## config.mk

```make
export PLATFORM = sky130hd
export DESIGN_NAME = uart_rx_flat
export DESIGN_NICKNAME = d
export VERILOG_FILES = /design/src/rtl/uart_rx_if.sv /design/src/rtl/uart_rx.sv /design/src/flat_wrapper.sv
export SDC_FILE = /design/constraint.sdc
export NUM_CORES = 1
export LEC_CHECK = 0
export CAP_MARGIN = 30
export CORE_MARGIN = 2
export CORE_UTILIZATION = 30
export CTS_CLUSTER_SIZE = 12
export DETAILED_ROUTE_END_ITERATION = 12
export GPL_ROUTABILITY_DRIVEN = 0
export GPL_TIMING_DRIVEN = 0
export PLACE_DENSITY = 0.48
export SYNTH_ARGS = -nofsm -noshare
export SYNTH_HDL_FRONTEND = slang
export SYNTH_SLANG_ARGS = --single-unit
```

## constraint.sdc

```tcl
create_clock -name clk -period 3.4 [get_ports clk]
set_clock_uncertainty 0.05 [all_clocks]
set_input_delay 0.68 -clock clk [delete_from_list [all_inputs] [get_ports clk]]
set_output_delay 0.68 -clock clk [all_outputs]
set_load 0.03 [all_outputs]
```

## src/rtl/uart_rx_if.sv

```systemverilog
// Receive-side bus of the UART receiver: serial line in, byte handshake out.
interface uart_rx_if;
  logic       rx_pin;
  logic [7:0] rx_data;
  logic       rx_data_valid;
  logic       rx_data_ready;
  logic       frame_err;

  // master: the receiver; slave: the byte consumer / line driver
  modport master (
    input  rx_pin,
    input  rx_data_ready,
    output rx_data,
    output rx_data_valid,
    output frame_err
  );

  modport slave (
    output rx_pin,
    output rx_data_ready,
    input  rx_data,
    input  rx_data_valid,
    input  frame_err
  );
endinterface

```

## src/rtl/uart_rx.sv

```systemverilog
// 8N1 UART receiver with mid-bit sampling and a valid/ready byte handshake.
//
// state      | meaning
// S_IDLE     | waiting for a falling edge on the synchronized line
// S_START    | inside the start bit, mid-bit glitch check
// S_REC_BYTE | sampling eight data bits, LSB first
// S_STOP     | sampling the stop bit at its midpoint
// S_DATA     | byte presented, waiting for the consumer
module uart_rx #(
  parameter int CLK_FRE   = 50,
  parameter int BAUD_RATE = 115200
) (
  input  logic      clk,
  input  logic      rst_n,
  uart_rx_if.master bus
);

  localparam int          CYCLE    = CLK_FRE * 1000000 / BAUD_RATE;
  localparam logic [15:0] CNT_HALF = 16'(CYCLE / 2);
  localparam logic [15:0] CNT_LAST = 16'(CYCLE - 1);

  typedef enum logic [2:0] {
    S_IDLE     = 3'd0,
    S_START    = 3'd1,
    S_REC_BYTE = 3'd2,
    S_STOP     = 3'd3,
    S_DATA     = 3'd4
  } state_t;

  state_t      state, next_state;
  logic        rx_d0, rx_d1;
  logic        rx_sync;
  logic        rx_negedge;
  logic [15:0] cycle_cnt;
  logic [2:0]  bit_cnt;
  logic [7:0]  rx_bits;
  logic [7:0]  rx_data_q;
  logic        valid_q;
  logic        frame_err_q;

  logic        at_half;
  logic        at_last;
  logic        load_byte;
  logic        err_set;
  logic        handshake;

  assign rx_sync    = rx_d1;
  // Edge detector sees the first flop as "new" so an edge is caught one clock early.
  assign rx_negedge = rx_d1 & ~rx_d0;
  assign at_half    = (cycle_cnt == CNT_HALF);
  assign at_last    = (cycle_cnt == CNT_LAST);

  always_ff @(posedge clk or negedge rst_n) begin
    if (!rst_n) begin
      rx_d0 <= 1'b1;
      rx_d1 <= 1'b1;
    end else begin
      rx_d0 <= bus.rx_pin;
      rx_d1 <= rx_d0;
    end
  end

  always_ff @(posedge clk or negedge rst_n) begin
    if (!rst_n) state <= S_IDLE;
    else        state <= next_state;
  end

  always_comb begin
    next_state = state;
    case (state)
      S_IDLE:     if (rx_negedge) next_state = S_START;
      S_START: begin
        if (at_half && rx_sync) next_state = S_IDLE;
        else if (at_last)       next_state = S_REC_BYTE;
      end
      S_REC_BYTE: if (at_last && bit_cnt == 3'd7) next_state = S_STOP;
      S_STOP:     if (at_half) next_state = rx_sync ? S_DATA : S_IDLE;
      S_DATA:     if (valid_q && bus.rx_data_ready) next_state = S_IDLE;
      default:    next_state = S_IDLE;
    endcase
  end

  always_comb begin
    load_byte = 1'b0;
    err_set   = 1'b0;
    handshake = 1'b0;
    case (state)
      S_STOP: begin
        load_byte = at_half &  rx_sync;
        err_set   = at_half & ~rx_sync;
      end
      S_DATA:  handshake = valid_q & bus.rx_data_ready;
      default: ;
    endcase
  end

  // Counter restarts on every state change and at each data-bit boundary.
  always_ff @(posedge clk or negedge rst_n) begin
    if (!rst_n) begin
      cycle_cnt <= 16'd0;
    end else if (next_state != state) begin
      cycle_cnt <= 16'd0;
    end else if (state == S_REC_BYTE && at_last) begin
      cycle_cnt <= 16'd0;
    end else if (state == S_START || state == S_REC_BYTE || state == S_STOP) begin
      cycle_cnt <= cycle_cnt + 16'd1;
    end else begin
      cycle_cnt <= 16'd0;
    end
  end

  always_ff @(posedge clk or negedge rst_n) begin
    if (!rst_n) begin
      bit_cnt <= 3'd0;
      rx_bits <= 8'h00;
    end else if (state == S_REC_BYTE) begin
      if (at_half) rx_bits[bit_cnt] <= rx_sync;
      if (at_last) bit_cnt <= bit_cnt + 3'd1;
    end else begin
      bit_cnt <= 3'd0;
    end
  end

  always_ff @(posedge clk or negedge rst_n) begin
    if (!rst_n) begin
      rx_data_q   <= 8'h00;
      valid_q     <= 1'b0;
      frame_err_q <= 1'b0;
    end else begin
      frame_err_q <= err_set;
      if (load_byte) begin
        rx_data_q <= rx_bits;
        valid_q   <= 1'b1;
      end else if (handshake) begin
        valid_q   <= 1'b0;
      end
    end
  end

  assign bus.rx_data       = rx_data_q;
  assign bus.rx_data_valid = valid_q;
  assign bus.frame_err     = frame_err_q;

endmodule

```

## src/flat_wrapper.sv

```systemverilog
// flat-port wrapper written by rule: the top's interface ports become plain ports
module uart_rx_flat 
#(
  parameter int CLK_FRE   = 50,
  parameter int BAUD_RATE = 115200
)
  (clk, rst_n, bus_rx_pin, bus_rx_data_ready, bus_rx_data, bus_rx_data_valid, bus_frame_err);
  uart_rx_if bus_i ();
  input  logic clk;
  input  logic rst_n;
  input wire logic [$bits(bus_i.rx_pin)-1:0] bus_rx_pin;
  input wire logic [$bits(bus_i.rx_data_ready)-1:0] bus_rx_data_ready;
  output wire logic [$bits(bus_i.rx_data)-1:0] bus_rx_data;
  output wire logic [$bits(bus_i.rx_data_valid)-1:0] bus_rx_data_valid;
  output wire logic [$bits(bus_i.frame_err)-1:0] bus_frame_err;
  assign bus_i.rx_pin = bus_rx_pin;
  assign bus_i.rx_data_ready = bus_rx_data_ready;
  assign bus_rx_data = bus_i.rx_data;
  assign bus_rx_data_valid = bus_i.rx_data_valid;
  assign bus_frame_err = bus_i.frame_err;
  uart_rx #(.CLK_FRE(CLK_FRE), .BAUD_RATE(BAUD_RATE)) u_core (.clk(clk), .rst_n(rst_n), .bus(bus_i));
endmodule
```

==> metrics.md <==
| Metric | Value |
|---|---|
| Share of cells above drive strength 1 | `around 17%` |
| Area of the multi-input gates | `~1000 um2` |
| Tcrit/Tclk final | `73.3%` |
| Starting density of the core | `31.2%` |
| CTS buffer count | `5` |
| IO Count | `14` |
| Async SR Flop Fraction | `100%` |
| Worst EP required | `3.52 ns` |
| H-tree depth | `2` |
| Final routed DRC violation total | `0` |
| CP Class | `reg -> reg` |
| Outcome | `finished clean` |
| Vias | `1542` |
| CTS tree | `done` |
| Hold bufs inserted after CTS | `0` |
| Clock Tree Buf Depth | `2` |
| CTS clk-pin slew, worst paths | `0.08 ns` |
| Rows | `30` |
| Worst hold margin | `0.300 ns` |
| Sequential cell area fraction in the yosys report | `49.2%` |
| Post-synth EDFFs | `0` |
| Worst reg2reg setup slack | `0.91 ns` |
| Final nets | `226` |
| DRT Wirelength | `4.41 mm` |
| Post-route ant nets | `0` |
| Clock Sinks | `42` |
| Least-Margin Pin Slew | `0.733 ns` |
| M1 GR Usage | `18.8%` |
| Layout area overhead | `16.8%` |
| Slew headroom | `50.9%` |
| End of the worst register-to-register path | `u_core.cycle_cnt[7]` |
| Cts repair resizes | `0` |
| Skew-Pair Late Insertion Delay | `approximately 0.3 ns` |
| FMAX | `between 400 and 500 MHz` |
| Die Wd | `88.5 um` |
| Fillers | `698` |
| Largest net degree at the start of global routing | `23` |
| WP data arrival | `approximately 2.6 ns` |
| Syn Area/Cell | `10.9 um2` |
| R2R cell count | `8` |
| I/O Buffers | `13` |
| Post-CTS setup buffers | `0` |
| First-pass GRT wire length | `7.71 mm` |
| Initial antenna violation count | `0` |
| Synth Cell Area | `2140 um2` |
| Iteration-0 DRC Markers | `49` |
| GRT Residual Overflow | `0` |
| RR Startpoint | `u_core.cycle_cnt[1]` |
| Fin. Hold Viols | `0` |
| RSZ-0062 raised after global routing | `no` |
| WL per Instance | `roughly 14 um` |
| Netlist cell types | `45` |
| Power Total | `1.02 mW` |
| Worst setup margin | `0.907 ns` |
| Final setup viols | `0` |
| Hold Path Class | `in -> async` |
| Setup TNS | `0 ns` |
| 1st-pass router iterations | `4` |
| Area of the core | `6870 um2` |
| Peak VDD IR | `roughly 0.21 mV` |
| Busiest grt layer | `met1` |
| Crit path capture type | `register` |
| Die Span Y | `88.5 um` |
| Leak Pwr | `1.01 nW` |
| Total GRT Usage | `about an eighth` |
| Yosys warning count | `0` |
| Post-Syn Instances | `197` |
| Diode count | `0` |
| #FFs+latches synth | `42` |
| Root buffer cell | `clkbuf_8` |
| Die area | `7830 um2` |
| Pre-CTS setup slack | `slightly above 0.8 ns` |
| FF/Latch Area | `about 1100 um2` |
| Power per cell area | `408 nW/um2` |
| Vias in the first global route | `1523` |
| Startpoint Class | `register` |
| Avg Vias per Cell | `approximately 4.9` |
| GR met2 Demand/Resource | `18.3%` |
| Final Max Tran Viols | `0` |
| M3 GR Usage | `3.36%` |
| Ys flop type | `dfrtp_1` |
| CP Max Fanout | `10` |
| DPL Wire Length | `3.07 mm` |
| Crit path time final | `2.49 ns` |
| Syn Nets | `205` |
| Max cap viols | `0` |
==> stage by stage <==
step	utilization [%]	instances	area [um2]
6_report	36.4	315	2500
5_1_grt	36.4	315	2500
4_1_cts	36.4	315	2500
3_5_place_dp	35.2	307	2410
3_3_place_gp	34.8	306	2390
2_1_floorplan	-	197	2140
==> critical path: stages (launching register included) <==
cell	delay, ns
dfrtp_1	0.42
inv_1	0.07
ha_1	0.19
or3b_2	0.47
or4_4	0.49
buf_6	0.16
o21ai_4	0.24
buf_4	0.23
a211oi_1	0.06
==> layer usage <==
layer,part of all wire [%],vias up
met5,0,-
met4,1.3,0
met3,2.4,4
met2,43,18
met1,53,744
li1,-,776
==> Yosys cell counts, drive strengths merged, types with 4 or more instances <==
cell | count | area share [%]
dfrtp | 40 | 47
nor2 | 17 | 3.0
mux2 | 16 | 8.4
nor4 | 12 | 3.5
nand2 | 9 | 1.6
o21ai | 9 | 2.8
nand3 | 8 | 1.9
xnor2 | 8 | 3.3
inv | 7 | 1.2
a211oi | 5 | 1.8
clkbuf | 5 | 0.88
nand4 | 5 | 1.5
or3 | 5 | 1.5
a21oi | 4 | 0.93
ha | 4 | 2.3
nor3 | 4 | 0.93
or4 | 4 | 1.8
==> worst max path at each step <==
stage                               startpoint  slack (ns)                    end  cells past startpoint
after detailed placement  u_core.cycle_cnt[10]        0.82  u_core.bus.rx_data[7]                      4
final                      u_core.cycle_cnt[1]        0.91    u_core.cycle_cnt[7]                      8
after CTS                 u_core.cycle_cnt[10]        0.81  u_core.bus.rx_data[7]                      4
after global placement                   rst_n        0.39      u_core.rx_bits[7]                      1
after global routing      u_core.cycle_cnt[10]        0.61  u_core.bus.rx_data[3]                      4
after floorplan            u_core.cycle_cnt[1]        1.15    u_core.cycle_cnt[7]                      8
==> state kept, by name (all words and copies together), names as in the netlist <==
| register | flops |
|---|---|
| u_core.bus.rx_data | 8 |
| u_core.bus.rx_data_valid | 1 |
| u_core.state | 3 |
| u_core.rx_d1 | 1 |
| u_core.cycle_cnt | 16 |
| u_core.bit_cnt | 3 |
| u_core.bus.frame_err | 1 |
| u_core.rx_bits | 8 |
| u_core.rx_d0 | 1 |
==> logic make-up after synthesis <==
| kind of cell | synth area share (%) |
|---|---|
| and+or+nand+nor | 21.9 |
| DFF | 49.2 |
| AOI/OAI and AO/OA | 10.2 |
| muxes | 9.35 |
| buffers and inverters | 2.98 |
| xor gates and xnor gates | 4.09 |
| adders and majority gates | 2.34 |
==> power breakdown <==
group          switching, mW  total, mW  internal (mW)  leakage, nW
combinational         0.0788      0.139         0.0598        0.389
clock                  0.174      0.319          0.145       0.0452
sequential            0.0369      0.563          0.526        0.571
==> layout by cell type (no fill, tap or decap), types with 2 or more instances in the layout <==
master and count:
dfrtp_1 40, nor2_1 17, mux2_2 16, nor4_1 12
clkdlybuf4s50_1 12, nand2_1 9, nand3_1 8, xnor2_1 8
inv_1 7, o21ai_0 7, clkbuf_1 6, nand4_1 5
or3_1 5, a211oi_1 5, clkbuf_8 5, a21oi_1 4
nor3_1 4, ha_1 4, nor4bb_1 2, or4_4 2
nor3b_1 2, or2_2 2, o21a_1 2, or4_1 2
o22ai_1 2, xor2_1 2, a2111oi_0 2, nand2b_1 2
mux2i_1 2, dfstp_2 2
==> layout make-up <==
class	count	share of cell area (%)
Sequential cell	42	42.1
Multi-Input combinational cell	141	41.0
Timing Repair Buffer	14	6.10
Tap cell	96	4.80
Clock buffer	6	2.90
Buffer	7	1.50
Inverter	7	1.05
Clock inverter	2	0.550
Note: power is estimated with default switching activity, not from simulation.
